**src/rtl/tristate_rx_pkg.sv**
```systemverilog
// rtl/tristate_rx_pkg.sv - shared types and constants for the tristate receive path
package tristate_rx_pkg;

    typedef enum logic [1:0] {
        DRIVE  = 2'd0,
        TURN   = 2'd1,
        LISTEN = 2'd2
    } rx_state_e;

    localparam int SYNC_STAGES_DEF = 2;
    localparam int FILTER_LEN_DEF  = 3;
    localparam int TURNAROUND_DEF  = 2;

    localparam int SYNC_STAGES_MIN = 2;
    localparam int SYNC_STAGES_MAX = 4;
    localparam int FILTER_LEN_MIN  = 1;
    localparam int FILTER_LEN_MAX  = 15;
    localparam int TURNAROUND_MIN  = 1;
    localparam int TURNAROUND_MAX  = 15;

    // Wide enough for the largest legal FILTER_LEN and TURNAROUND.
    localparam int CNT_W      = 4;
    localparam int EDGE_CNT_W = 16;

endpackage

```
**src/rtl/tristate_rx_filter.sv**
```systemverilog
// rtl/tristate_rx_filter.sv - pad synchronizer and glitch filter with preload
module tristate_rx_filter
    import tristate_rx_pkg::*;
#(
    parameter int SYNC_STAGES = SYNC_STAGES_DEF,
    parameter int FILTER_LEN  = FILTER_LEN_DEF
) (
    input  logic clk,
    input  logic rst_n,
    input  logic pad_in,
    input  logic enable,
    input  logic preload,
    output logic rx_data,
    output logic edge_pulse
);

    localparam logic [CNT_W-1:0] FILT_LAST = CNT_W'(FILTER_LEN - 1);

    logic [SYNC_STAGES-1:0] sync_q;
    logic                   sync_out;
    logic [CNT_W-1:0]       count_q;
    logic                   differ;

    always_ff @(posedge clk or negedge rst_n) begin
        if (!rst_n) begin
            sync_q <= '0;
        end else begin
            sync_q <= {sync_q[SYNC_STAGES-2:0], pad_in};
        end
    end

    assign sync_out   = sync_q[SYNC_STAGES-1];
    assign differ     = sync_out ^ rx_data;
    // Combinational so the event register loads on the same edge rx_data toggles.
    assign edge_pulse = enable & differ & (count_q == FILT_LAST);

    always_ff @(posedge clk or negedge rst_n) begin
        if (!rst_n) begin
            rx_data <= 1'b0;
            count_q <= '0;
        end else if (preload) begin
            rx_data <= sync_out;
            count_q <= '0;
        end else if (enable) begin
            if (!differ) begin
                count_q <= '0;
            end else if (count_q == FILT_LAST) begin
                rx_data <= ~rx_data;
                count_q <= '0;
            end else begin
                count_q <= count_q + CNT_W'(1);
            end
        end
    end

endmodule

```
**src/rtl/tristate_rx.sv**
```systemverilog
// rtl/tristate_rx.sv - turnaround-gated tristate receiver with edge event handshake
// Optional EDGE_CNT output enabled by defining TRISTATE_RX_EDGE_CNT_EN.
module tristate_rx
    import tristate_rx_pkg::*;
#(
    parameter int SYNC_STAGES = SYNC_STAGES_DEF,
    parameter int FILTER_LEN  = FILTER_LEN_DEF,
    parameter int TURNAROUND  = TURNAROUND_DEF
) (
    input  logic clk,
    input  logic rst_n,
    input  logic pad_in,
    input  logic local_oe,
    output logic rx_data,
    output logic rx_valid,
    output logic evt_valid,
    input  logic evt_ready,
    output logic evt_rise,
    output logic evt_overrun
`ifdef TRISTATE_RX_EDGE_CNT_EN
    ,
    output logic [EDGE_CNT_W-1:0] edge_cnt
`endif
);

    localparam logic [CNT_W-1:0] TURN_LOAD = CNT_W'(TURNAROUND - 1);

    rx_state_e        state_q, state_d;
    logic [CNT_W-1:0] turn_q, turn_d;
    logic             preload;
    logic             filt_en;
    logic             edge_pulse;
    logic             accept;

    always_ff @(posedge clk or negedge rst_n) begin
        if (!rst_n) begin
            state_q <= DRIVE;
            turn_q  <= '0;
        end else begin
            state_q <= state_d;
            turn_q  <= turn_d;
        end
    end

    always_comb begin
        state_d = state_q;
        turn_d  = turn_q;
        preload = 1'b0;
        case (state_q)
            DRIVE: begin
                if (!local_oe) begin
                    state_d = TURN;
                    turn_d  = TURN_LOAD;
                end
            end
            TURN: begin
                // Reclaiming the line wins over turnaround expiry.
                if (local_oe) begin
                    state_d = DRIVE;
                end else if (turn_q == '0) begin
                    state_d = LISTEN;
                    preload = 1'b1;
                end else begin
                    turn_d = turn_q - CNT_W'(1);
                end
            end
            LISTEN: begin
                if (local_oe) begin
                    state_d = DRIVE;
                end
            end
            default: state_d = DRIVE;
        endcase
    end

    assign rx_valid = (state_q == LISTEN);
    assign filt_en  = rx_valid & ~local_oe;

    tristate_rx_filter #(
        .SYNC_STAGES (SYNC_STAGES),
        .FILTER_LEN  (FILTER_LEN)
    ) u_filter (
        .clk        (clk),
        .rst_n      (rst_n),
        .pad_in     (pad_in),
        .enable     (filt_en),
        .preload    (preload),
        .rx_data    (rx_data),
        .edge_pulse (edge_pulse)
    );

    assign accept = evt_valid & evt_ready;

    // The new level after a filtered edge is the inverse of the current rx_data.
    always_ff @(posedge clk or negedge rst_n) begin
        if (!rst_n) begin
            evt_valid   <= 1'b0;
            evt_rise    <= 1'b0;
            evt_overrun <= 1'b0;
        end else begin
            if (edge_pulse && (!evt_valid || evt_ready)) begin
                evt_valid <= 1'b1;
                evt_rise  <= ~rx_data;
            end else if (accept) begin
                evt_valid <= 1'b0;
            end
            if (accept) begin
                evt_overrun <= 1'b0;
            end else if (edge_pulse && evt_valid) begin
                evt_overrun <= 1'b1;
            end
        end
    end

`ifdef TRISTATE_RX_EDGE_CNT_EN
    always_ff @(posedge clk or negedge rst_n) begin
        if (!rst_n) begin
            edge_cnt <= '0;
        end else if (edge_pulse) begin
            edge_cnt <= edge_cnt + EDGE_CNT_W'(1);
        end
    end
`endif

endmodule

```
**config.mk**
```make
export PLATFORM = sky130hd
export DESIGN_NAME = tristate_rx
export DESIGN_NICKNAME = d
export VERILOG_FILES = /design/src/rtl/tristate_rx_pkg.sv /design/src/rtl/tristate_rx_filter.sv /design/src/rtl/tristate_rx.sv
export SDC_FILE = /design/constraint.sdc
export NUM_CORES = 1
export LEC_CHECK = 0
export CORE_MARGIN = 1
export CORE_UTILIZATION = 52
export DETAILED_ROUTE_END_ITERATION = 7
export GPL_ROUTABILITY_DRIVEN = 1
export PLACE_DENSITY = 0.75
export SYNTH_ARGS = -nofsm -noshare
export SYNTH_HDL_FRONTEND = slang
export SYNTH_SLANG_ARGS = --single-unit
export TNS_END_PERCENT = 50
```
**constraint.sdc**
```tcl
create_clock -name clk -period 2.24 [get_ports clk]
set_clock_uncertainty 0.1 [all_clocks]
set_input_delay 0.224 -clock clk [delete_from_list [all_inputs] [get_ports clk]]
set_output_delay 0.224 -clock clk [all_outputs]
set_load 0.02 [all_outputs]
```
==> results of run 1 <==
how the worst min path moves through the flow:
stage / slack, ns / to
after detailed placement: 0.24 / u_filter.sync_q[1]
after global routing: 0.25 / u_filter.sync_q[0]
after floorplan: -0.17 / evt_overrun
after CTS: 0.26 / u_filter.sync_q[1]
after global placement: 0.24 / u_filter.sync_q[1]
final: 0.25 / u_filter.count_q[0]
report_power, final:
group          internal [mW]  switching, mW  total [mW]
combinational          0.145          0.157       0.302
clock                 0.0991         0.0967       0.196
sequential             0.359         0.0921       0.451
total                  0.603          0.346       0.949
through the flow:
stage | hold slack (ns) | total power, mW
after floorplan | -0.172 | 0.674
after detailed placement | 0.243 | 0.756
after global routing | 0.252 | 1.01
after global placement | 0.236 | 0.743
final | 0.245 | 0.949
after CTS | 0.264 | 0.949
area by class of cell:
type | instances | area (sq um)
Clock buffer | 4 | 36.3
Fill cell | 95 | 428
Inverter | 5 | 18.8
Multi-Input combinational cell | 58 | 374
Sequential cell | 16 | 400
Tap cell | 15 | 18.8
Timing Repair Buffer | 9 | 90.1
synth_stat cells, types with 2 or more instances:
library cell   n  area [sq um]
a21oi_1        6          30.0
nand3_1        4          20.0
o31ai_1        2          15.0
nand2b_1       2          12.5
dfrtp_1       16           400
or2_2          2          12.5
a22o_1         2          17.5
ha_1           3          37.5
o21ai_0        4          20.0
nor2_1         4          15.0
a31oi_1        3          18.8
nor3b_1        2          15.0
inv_1          5          18.8
nand2_1        8          30.0
routing by layer:
| layer | vias to the layer above | wire length [um] | part of all wire | track usage |
|---|---|---|---|---|
| li1 | 310 | - | - | - |
| met1 | 298 | 783 | 0.53 | 0.263 |
| met2 | 12 | 630 | 0.43 | 0.291 |
| met3 | 4 | 36 | 0.024 | 0.0391 |
| met4 | 0 | 25 | 0.017 | 0.0774 |
| met5 | - | 0 | 0 | 0 |
sequential cells by signal, summed over array words and instances (netlist names):
signal            count
evt_valid             1
u_filter.sync_q       2
turn_q                4
u_filter.rx_data      1
u_filter.count_q      4
state_q               2
evt_overrun           1
evt_rise              1
kinds of logic (layout without fill, tap and decap cells):
kind of cell | after synthesis | in the layout | synth area share
xor+xnor | 2 | 2 | 0.0216
buf+inv | 7 | 18 | 0.0433
flops | 16 | 16 | 0.495
fa+ha+maj | 3 | 3 | 0.0464
simple gates | 33 | 33 | 0.244
compound gates | 20 | 20 | 0.150
==> impl_summary.txt, run 1 <==
----------------------------------------------------
[Run status]
  Result of the run ... complete, no violations

[Clock tree]
  CTS H-Tree Depth ... 1
  Postcts setup bufs ... 0
  Number of sinks on the clock net ... 16
  Cell chosen for the clock root ... clkbuf_4
  Bufs on Longest Clock Path ... 2
  Hold-fix buffers, CTS ... 0
  CTS tree ... done
  Clk_lat worst skew ... 0.29 ns
  Clock transition at the register clock pins on the worst setup and hold paths after CTS ... 0.10 ns
  Number of buffers created by CTS ... 3
  # resized after CTS ... 0

[STA]
  Final sum of negative setup slack ... 0 ns
  Tcrit/Tclk final ... 0.825
  Highest Clock Rate ... 541 MHz
  Number of failing setup endpoints in the final timing report ... 0
  Final slew viol count ... 0
  Slack of the critical path ... 0.391 ns
  RSZ-0062 raised after global routing ... no
  Final hold violation count ... 0
  Final min period ... 1.85 ns
  Worst-Margin Slew ... 0.703 ns
  Worst relative slew slack ... 0.530

[Global routing]
  First-pass GRT wire length ... 2.48 mm
  Initial antenna violation count ... 0
  GR Util All Layers ... 0.190
  Global route overflow ... 0
  Pin count of the biggest net entering global routing ... 17
  Via count of the first global-routing pass ... 576

[Worst setup path]
  Startpoint-to-endpoint class of the critical path ... reg2out
  Reg2reg setup slack ... 0.41 ns
  CP endpoint ... rx_valid
  Category of cells accounting for the largest share of critical-path delay ... buffers and inverters
  CP bufs+invs ... 1
  Max stage delay cell, worst path ... clkdlybuf4s50_1
  Worst Reg2Reg Path Length in Cells ... 6
  Top fanout value on the critical path ... 9
  R2r startpoint ... turn_q[0]
  Type of origin of the critical path ... register
  Arrival time worst endpoint ... 1.52 ns
  Longest individual stage delay on the worst path ... 0.60 ns
  Launching element of the worst setup path ... state_q[0]
  Critical path depth in cells ... 2
  Cell-by-cell trace of the critical path ... nor2b_1 > clkdlybuf4s50_1
  CP Capture Type ... output port
  Required @ worst endpoint ... 1.92 ns
  Capture point of the worst reg-to-reg path ... u_filter.rx_data

[Detailed routing]
  Number of DRC markers after the initial detailed-route iteration ... 6
  Count of nets left with antenna violations after detail routing ... 0
  Pre-Repair DR Iteration Count ... 4
  WL per Instance ... 13.8 um
  DR vias ... 624
  Post-route DRC violation count ... 0
  Final wirelength ... 1.48 mm
  Via-to-Cell Ratio ... 5.83

[Place]
  Routability congestion estimate ... 0.819
  Post-placement cell area ... 902 sq um
  Cell Count Post-Placement ... 103
  Number of buffer cells added on primary ports ... 9
  Worst setup slack before clock tree synthesis ... 0.451 ns
  Estimated wirelength of the detail-placed design ... 1.07 mm

[Die]
  Row count ... 13
  Initial core utilization ... 0.592
  DIE WIDTH ... 41.5 um
  Core area ... 1370 sq um
  Full die area ... 1720 sq um
  Die H ... 41.5 um
  Boundary Pins ... 10

[Logic synthesis]
  Number of instances in the synthesized netlist ... 81
  Total of warnings raised by yosys ... 0
  Average cell area after synthesis ... 9.99 sq um
  Netlist area before placement ... 810 sq um
  Number of flops mapped to enable cells by yosys ... 0
  Synthesized flop and latch total ... 16
  Syn nets ... 89
  Distinct cells, synth ... 32
  Share of synthesized area occupied by flip-flops and latches ... 0.495
  Most used flip-flop cell after synthesis ... dfrtp_1
  Fraction of registers with async set or reset after synthesis ... 1.00

[Cells and area]
  Net count, final ... 101
  Area growth from synthesis to final layout ... 15.9%
  Area of all placed cells without fillers ... 938 sq um
  Utilization after layout ... 0.687
  Share of final-layout standard cells stronger than drive strength 1 ... 0.120
  Most common cell after layout, fill and taps aside ... dfrtp_1
  Commonest non-fill, non-tap cells in the layout ... dfrtp_1, clkdlybuf4s50_1, nand2_1
  Count of antenna diodes in the layout ... 0
  Cell Count, Final, Fillers Out ... 107

[Flow run]
  Max capacitance violation total ... 0

[Power]
  Leakage power of the design ... 0.413 nW
  Power density relative to cell area ... 1010 nW/um^2
  Worst voltage drop across the vdd grid ... 0.000520 V

[Worst hold path]
  Hold Crit Class ... in2async

----------------------------------------------------
No activity file was read; power rests on OpenSTA's default activity.
==> run 2, diff against run 1 <==
==> constraint.sdc (replaced) <==
create_clock -name clk -period 1.92 [get_ports clk]
set_clock_uncertainty 0.1 [all_clocks]
set_input_delay 0.192 -clock clk [delete_from_list [all_inputs] [get_ports clk]]
set_output_delay 0.192 -clock clk [all_outputs]
set_load 0.02 [all_outputs]
==> impl_summary.txt, run 2 (synthesized netlist as in run 1, its figures left out) <==
----------------------------------------------------
[Cells and area]
  Count of antenna diodes in the layout ... 0
  Sequential standard cell area ... 400 sq um
  Most common cell after layout, fill and taps aside ... dfrtp_1
  Net count, final ... 104
  Share of final-layout standard cells stronger than drive strength 1 ... 0.147
  Commonest non-fill, non-tap cells in the layout ... dfrtp_1, clkdlybuf4s50_1, nand2_1
  Area growth from synthesis to final layout ... 18.7%
  Fill cell total of the finished layout ... 99
  Combined area of the multi-input logic cells ... 374 sq um
  Utilization after layout ... 0.703
  Registers with the most flip-flops ... turn_q (4), u_filter.count_q (4)

[STA]
  Final slew viol count ... 0
  RSZ-0062 raised after global routing ... no
  Tcrit/Tclk final ... 0.948
  Number of failing setup endpoints in the final timing report ... 0
  Highest Clock Rate ... 549 MHz
  Final min period ... 1.82 ns
  Final hold violation count ... 0
  Worst-Margin Slew ... 0.385 ns
  Final sum of negative setup slack ... 0 ns
  Worst relative slew slack ... 0.743

[Global routing]
  Initial antenna violation count ... 0
  Via count of the first global-routing pass ... 598
  Pin count of the biggest net entering global routing ... 17
  Global route overflow ... 0
  GR Util All Layers ... 0.194
  First-pass GRT wire length ... 2.53 mm

[Die]
  Full die area ... 1720 sq um
  Initial core utilization ... 0.592
  Core area ... 1370 sq um
  Die H ... 41.5 um
  Row count ... 13
  Boundary Pins ... 10
  DIE WIDTH ... 41.5 um

[Place]
  Estimated wirelength of the detail-placed design ... 1.09 mm
  Number of buffer cells added on primary ports ... 9
  Routability congestion estimate ... 0.855

[Worst setup path]
  Capture point of the worst reg-to-reg path ... turn_q[3]
  Top fanout value on the critical path ... 9
  Startpoint-to-endpoint class of the critical path ... reg2out
  R2r startpoint ... turn_q[0]
  Type of origin of the critical path ... register
  CP Capture Type ... output port
  Required @ worst endpoint ... 1.63 ns
  Reg2reg setup slack ... 0.17 ns
  Worst Reg2Reg Path Length in Cells ... 6
  Arrival time worst endpoint ... 1.53 ns

[Detailed routing]
  Count of nets left with antenna violations after detail routing ... 0
  DR vias ... 641
  Post-route DRC violation count ... 0
  Number of DRC markers after the initial detailed-route iteration ... 8
  Final wirelength ... 1.47 mm
  Pre-Repair DR Iteration Count ... 4
  WL per Instance ... 13.3 um
  Via-to-Cell Ratio ... 5.83

[Flow run]
  Max capacitance violation total ... 0

[Power]
  Sw Pwr ... 393 uW
  Worst voltage drop across the vdd grid ... 0.000658 V
  Leakage power of the design ... 0.429 nW
  Internal Pwr Total ... 707 uW
  Proportion of power drawn by the clock network ... 0.198
  Relative contribution of combinational cells to total power ... 0.325
  Power after layout ... 1.10 mW
  Switching part of the total power ... 0.357
  Sequential fraction of design power ... 0.477
  Power density relative to cell area ... 1150 nW/um^2

[Worst hold path]
  Hold Crit Class ... in2async

[Clock tree]
  Number of sinks on the clock net ... 16
  Clk_lat worst skew ... 0.28 ns
  Bufs on Longest Clock Path ... 2
  # resized after CTS ... 0
  Clock transition at the register clock pins on the worst setup and hold paths after CTS ... 0.09 ns
  Hold-fix buffers, CTS ... 0
  Cell chosen for the clock root ... clkbuf_4
  Postcts setup bufs ... 0
  CTS H-Tree Depth ... 1
  CTS tree ... done
  Number of buffers created by CTS ... 3

[Run status]
  Result of the run ... complete, no violations

----------------------------------------------------
run 2: cell count changes in the layout (fill, tap and decap cells not counted):
cell	delta
buf_4	+3
run 2: layout make-up:
cell class,instances,share of cell area
Sequential cell,16,0.417
Clock buffer,4,0.0378
Multi-Input combinational cell,58,0.389
Tap cell,15,0.0195
Timing Repair Buffer,12,0.117
Inverter,5,0.0195
run 2: per-stage QoR:
step / cells / setup slack, ns / hold slack, ns / area [sq um]
global route: 110 / 0.0270 / 0.133 / 961
floorplan: 81 / 0.362 / -0.204 / 810
finish: 110 / 0.0996 / 0.124 / 961
detailed placement: 106 / 0.185 / 0.246 / 925
global placement: 106 / 0.236 / 0.234 / 925
CTS: 110 / 0.0792 / 0.120 / 961
run 2: metal layers:
metal,global-route usage,wire length (um),vias to the layer above
met4,0.0968,24,0
met2,0.303,667,14
met1,0.255,726,305
met5,0,0,-
li1,-,-,318
met3,0.0435,49,4
run 2: worst max path at each step:
stage | to | depth (start not counted) | startpoint | slack [ns]
after floorplan | state_q[1] | 6 | turn_q[0] | 0.36
after global placement | u_filter.count_q[1] | 5 | local_oe | 0.24
after CTS | rx_valid | 2 | state_q[0] | 0.08
final | rx_valid | 2 | state_q[0] | 0.1
after global routing | rx_valid | 2 | state_q[0] | 0.03
after detailed placement | u_filter.count_q[1] | 5 | local_oe | 0.19
run 2: critical path: stages (launching register included):
cell and delay (ns):
dfrtp_1 0.49, nor2b_1 0.15, clkdlybuf4s50_1 0.61
run 2: power groups by stage:
stage | clock, mW | sequential, mW | combinational (mW)
final | 0.218 | 0.525 | 0.358
after detailed placement | 0 | 0.531 | 0.356
after CTS | 0.226 | 0.524 | 0.358
after floorplan | 0 | 0.511 | 0.275
after global placement | 0 | 0.527 | 0.347
after global routing | 0.242 | 0.540 | 0.401
==> run 3, diff against run 2 <==
--- a/config.mk
+++ b/config.mk
@@ -10,6 +10,7 @@
 export DETAILED_ROUTE_END_ITERATION = 7
 export GPL_ROUTABILITY_DRIVEN = 1
 export PLACE_DENSITY = 0.75
+export SETUP_SLACK_MARGIN = 0.4
 export SYNTH_ARGS = -nofsm -noshare
 export SYNTH_HDL_FRONTEND = slang
 export SYNTH_SLANG_ARGS = --single-unit
==> impl_summary.txt, run 3 (synthesized netlist as in run 1, its figures left out) <==
----------------------------------------------------
[Worst setup path]
  CP Capture Type ... output port
  Startpoint-to-endpoint class of the critical path ... reg2out
  Max stage delay cell, worst path ... clkdlybuf4s50_1
  Category of cells accounting for the largest share of critical-path delay ... buffers and inverters
  Arrival time worst endpoint ... 1.26 ns
  Required @ worst endpoint ... 1.63 ns
  CP bufs+invs ... 1
  Top fanout value on the critical path ... 3
  Cell-by-cell trace of the critical path ... clkdlybuf4s50_1
  Type of origin of the critical path ... register
  Longest individual stage delay on the worst path ... 0.61 ns

[Clock tree]
  Clock transition at the register clock pins on the worst setup and hold paths after CTS ... 0.10 ns
  CTS tree ... done
  Cell chosen for the clock root ... clkbuf_4
  Number of buffers created by CTS ... 3
  Hold-fix buffers, CTS ... 0
  Number of sinks on the clock net ... 16
  Clk_lat worst skew ... 0.30 ns
  CTS H-Tree Depth ... 1
  Bufs on Longest Clock Path ... 2

[Global routing]
  GR Util All Layers ... 0.217
  Global route overflow ... 0
  Pin count of the biggest net entering global routing ... 17
  Via count of the first global-routing pass ... 657
  First-pass GRT wire length ... 2.82 mm
  Initial antenna violation count ... 0

[STA]
  Final hold violation count ... 0
  Worst Hold Slack ... 0.0932 ns
  Final slew viol count ... 0
  RSZ-0062 raised after global routing ... yes
  Worst-Margin Slew ... 0.489 ns
  Highest Clock Rate ... 644 MHz
  Tcrit/Tclk final ... 0.808
  Final sum of negative setup slack ... 0 ns
  Final min period ... 1.55 ns
  Number of failing setup endpoints in the final timing report ... 0
  Worst relative slew slack ... 0.671

[Worst hold path]
  Hold Crit Class ... in2async

[Power]
  Switching part of the total power ... 0.381
  Proportion of power drawn by the clock network ... 0.163
  Power after layout ... 1.39 mW
  Worst voltage drop across the vdd grid ... 0.000856 V
  Power density relative to cell area ... 1260 nW/um^2
  Leakage power of the design ... 0.503 nW
  Internal Pwr Total ... 859 uW
  Sw Pwr ... 529 uW
  Relative contribution of combinational cells to total power ... 0.446
  Sequential fraction of design power ... 0.391

[Place]
  Routability congestion estimate ... 0.827
  Estimated wirelength of the detail-placed design ... 1.20 mm
  Number of buffer cells added on primary ports ... 9

[Die]
  Row count ... 13
  Core area ... 1370 sq um
  Full die area ... 1720 sq um
  Boundary Pins ... 10
  Die H ... 41.5 um
  Initial core utilization ... 0.592
  DIE WIDTH ... 41.5 um

[Flow run]
  Max capacitance violation total ... 0

[Detailed routing]
  Number of DRC markers after the initial detailed-route iteration ... 19
  WL per Instance ... 17.1 um
  Post-route DRC violation count ... 0
  Via-to-Cell Ratio ... 6.15
  Final wirelength ... 2.01 mm
  Pre-Repair DR Iteration Count ... 4
  Count of nets left with antenna violations after detail routing ... 0
  DR vias ... 726

[Cells and area]
  Most common cell after layout, fill and taps aside ... dfrtp_1
  Commonest non-fill, non-tap cells in the layout ... dfrtp_1, buf_4, nand2_1
  Registers with the most flip-flops ... turn_q (4), u_filter.count_q (4)
  Share of final-layout standard cells stronger than drive strength 1 ... 0.359
  Count of antenna diodes in the layout ... 0
  Area growth from synthesis to final layout ... 36.3%
  Net count, final ... 112

[Run status]
  Result of the run ... complete, no violations

----------------------------------------------------
## run 3: cell count changes in the layout (fill, tap and decap cells not counted), moves of 2 or more
| cell | delta |
|---|---|
| a21oi_1 | -2 |
| a21oi_2 | +2 |
| buf_4 | +7 |
| clkdlybuf4s50_1 | -3 |
| dlygate4sd2_1 | +2 |
| ha_1 | -2 |
| ha_4 | +2 |
| inv_1 | -3 |
| inv_2 | +3 |
| nor3b_1 | -2 |
| o21ai_0 | -2 |
## run 3: layout make-up
| class | count | area [sq um] |
|---|---|---|
| inverter | 5 | 18.8 |
| multi-input combinational | 58 | 452 |
| clock buffer | 4 | 36.3 |
| tap | 15 | 18.8 |
| fill | 86 | 263 |
| sequential | 16 | 402 |
| timing repair buffer | 20 | 176 |
## run 3: worst paths after layout
path,startpoint,endpoint,slack [ns],cells past startpoint
worst max-delay path,evt_rise,evt_rise,0.37,1
min in group clk,pad_in,u_filter.sync_q[0],0.24,1
worst min-delay path,rst_n,u_filter.count_q[0],0.09,2
max in group asynchronous,rst_n,state_q[0],1.41,2
worst min register to register,u_filter.sync_q[0],u_filter.sync_q[1],0.26,0
worst max register to register,turn_q[1],turn_q[3],0.40,4
## run 3: power by group through the flow
stage               logic (mW)  clock network [mW]  registers, mW
floorplan                0.286                   0          0.514
global placement         0.359                   0          0.530
detailed placement       0.370                   0          0.536
CTS                      0.480               0.225          0.518
global route             0.665               0.235          0.552
finish                   0.619               0.226          0.542
## run 3: what timing repair did
item                       in CTS  in global routing
buffers inserted                5                  3
setup endpoints to repair      15                 15
gates cloned                    0                  0
gates resized for setup         9                 16
pin swaps                       0                  7
hold endpoints to repair        0                  0
## run 3: metal layers
layer	up-vias	global-route usage	part of all wire
li1	334	-	-
met3	11	0.0652	0.058
met2	25	0.356	0.49
met4	0	0.0839	0.035
met1	356	0.268	0.42
met5	-	0	0
## run 3: through the flow
step | setup slack, ns | utilization | cell area (sq um) | instances
floorplan | 0.381 | - | 826 | 81
global placement | 0.295 | 0.682 | 932 | 106
detailed placement | 0.230 | 0.682 | 932 | 106
CTS | 0.327 | 0.752 | 1030 | 115
global route | 0.328 | 0.808 | 1100 | 118
finish | 0.368 | 0.808 | 1100 | 118
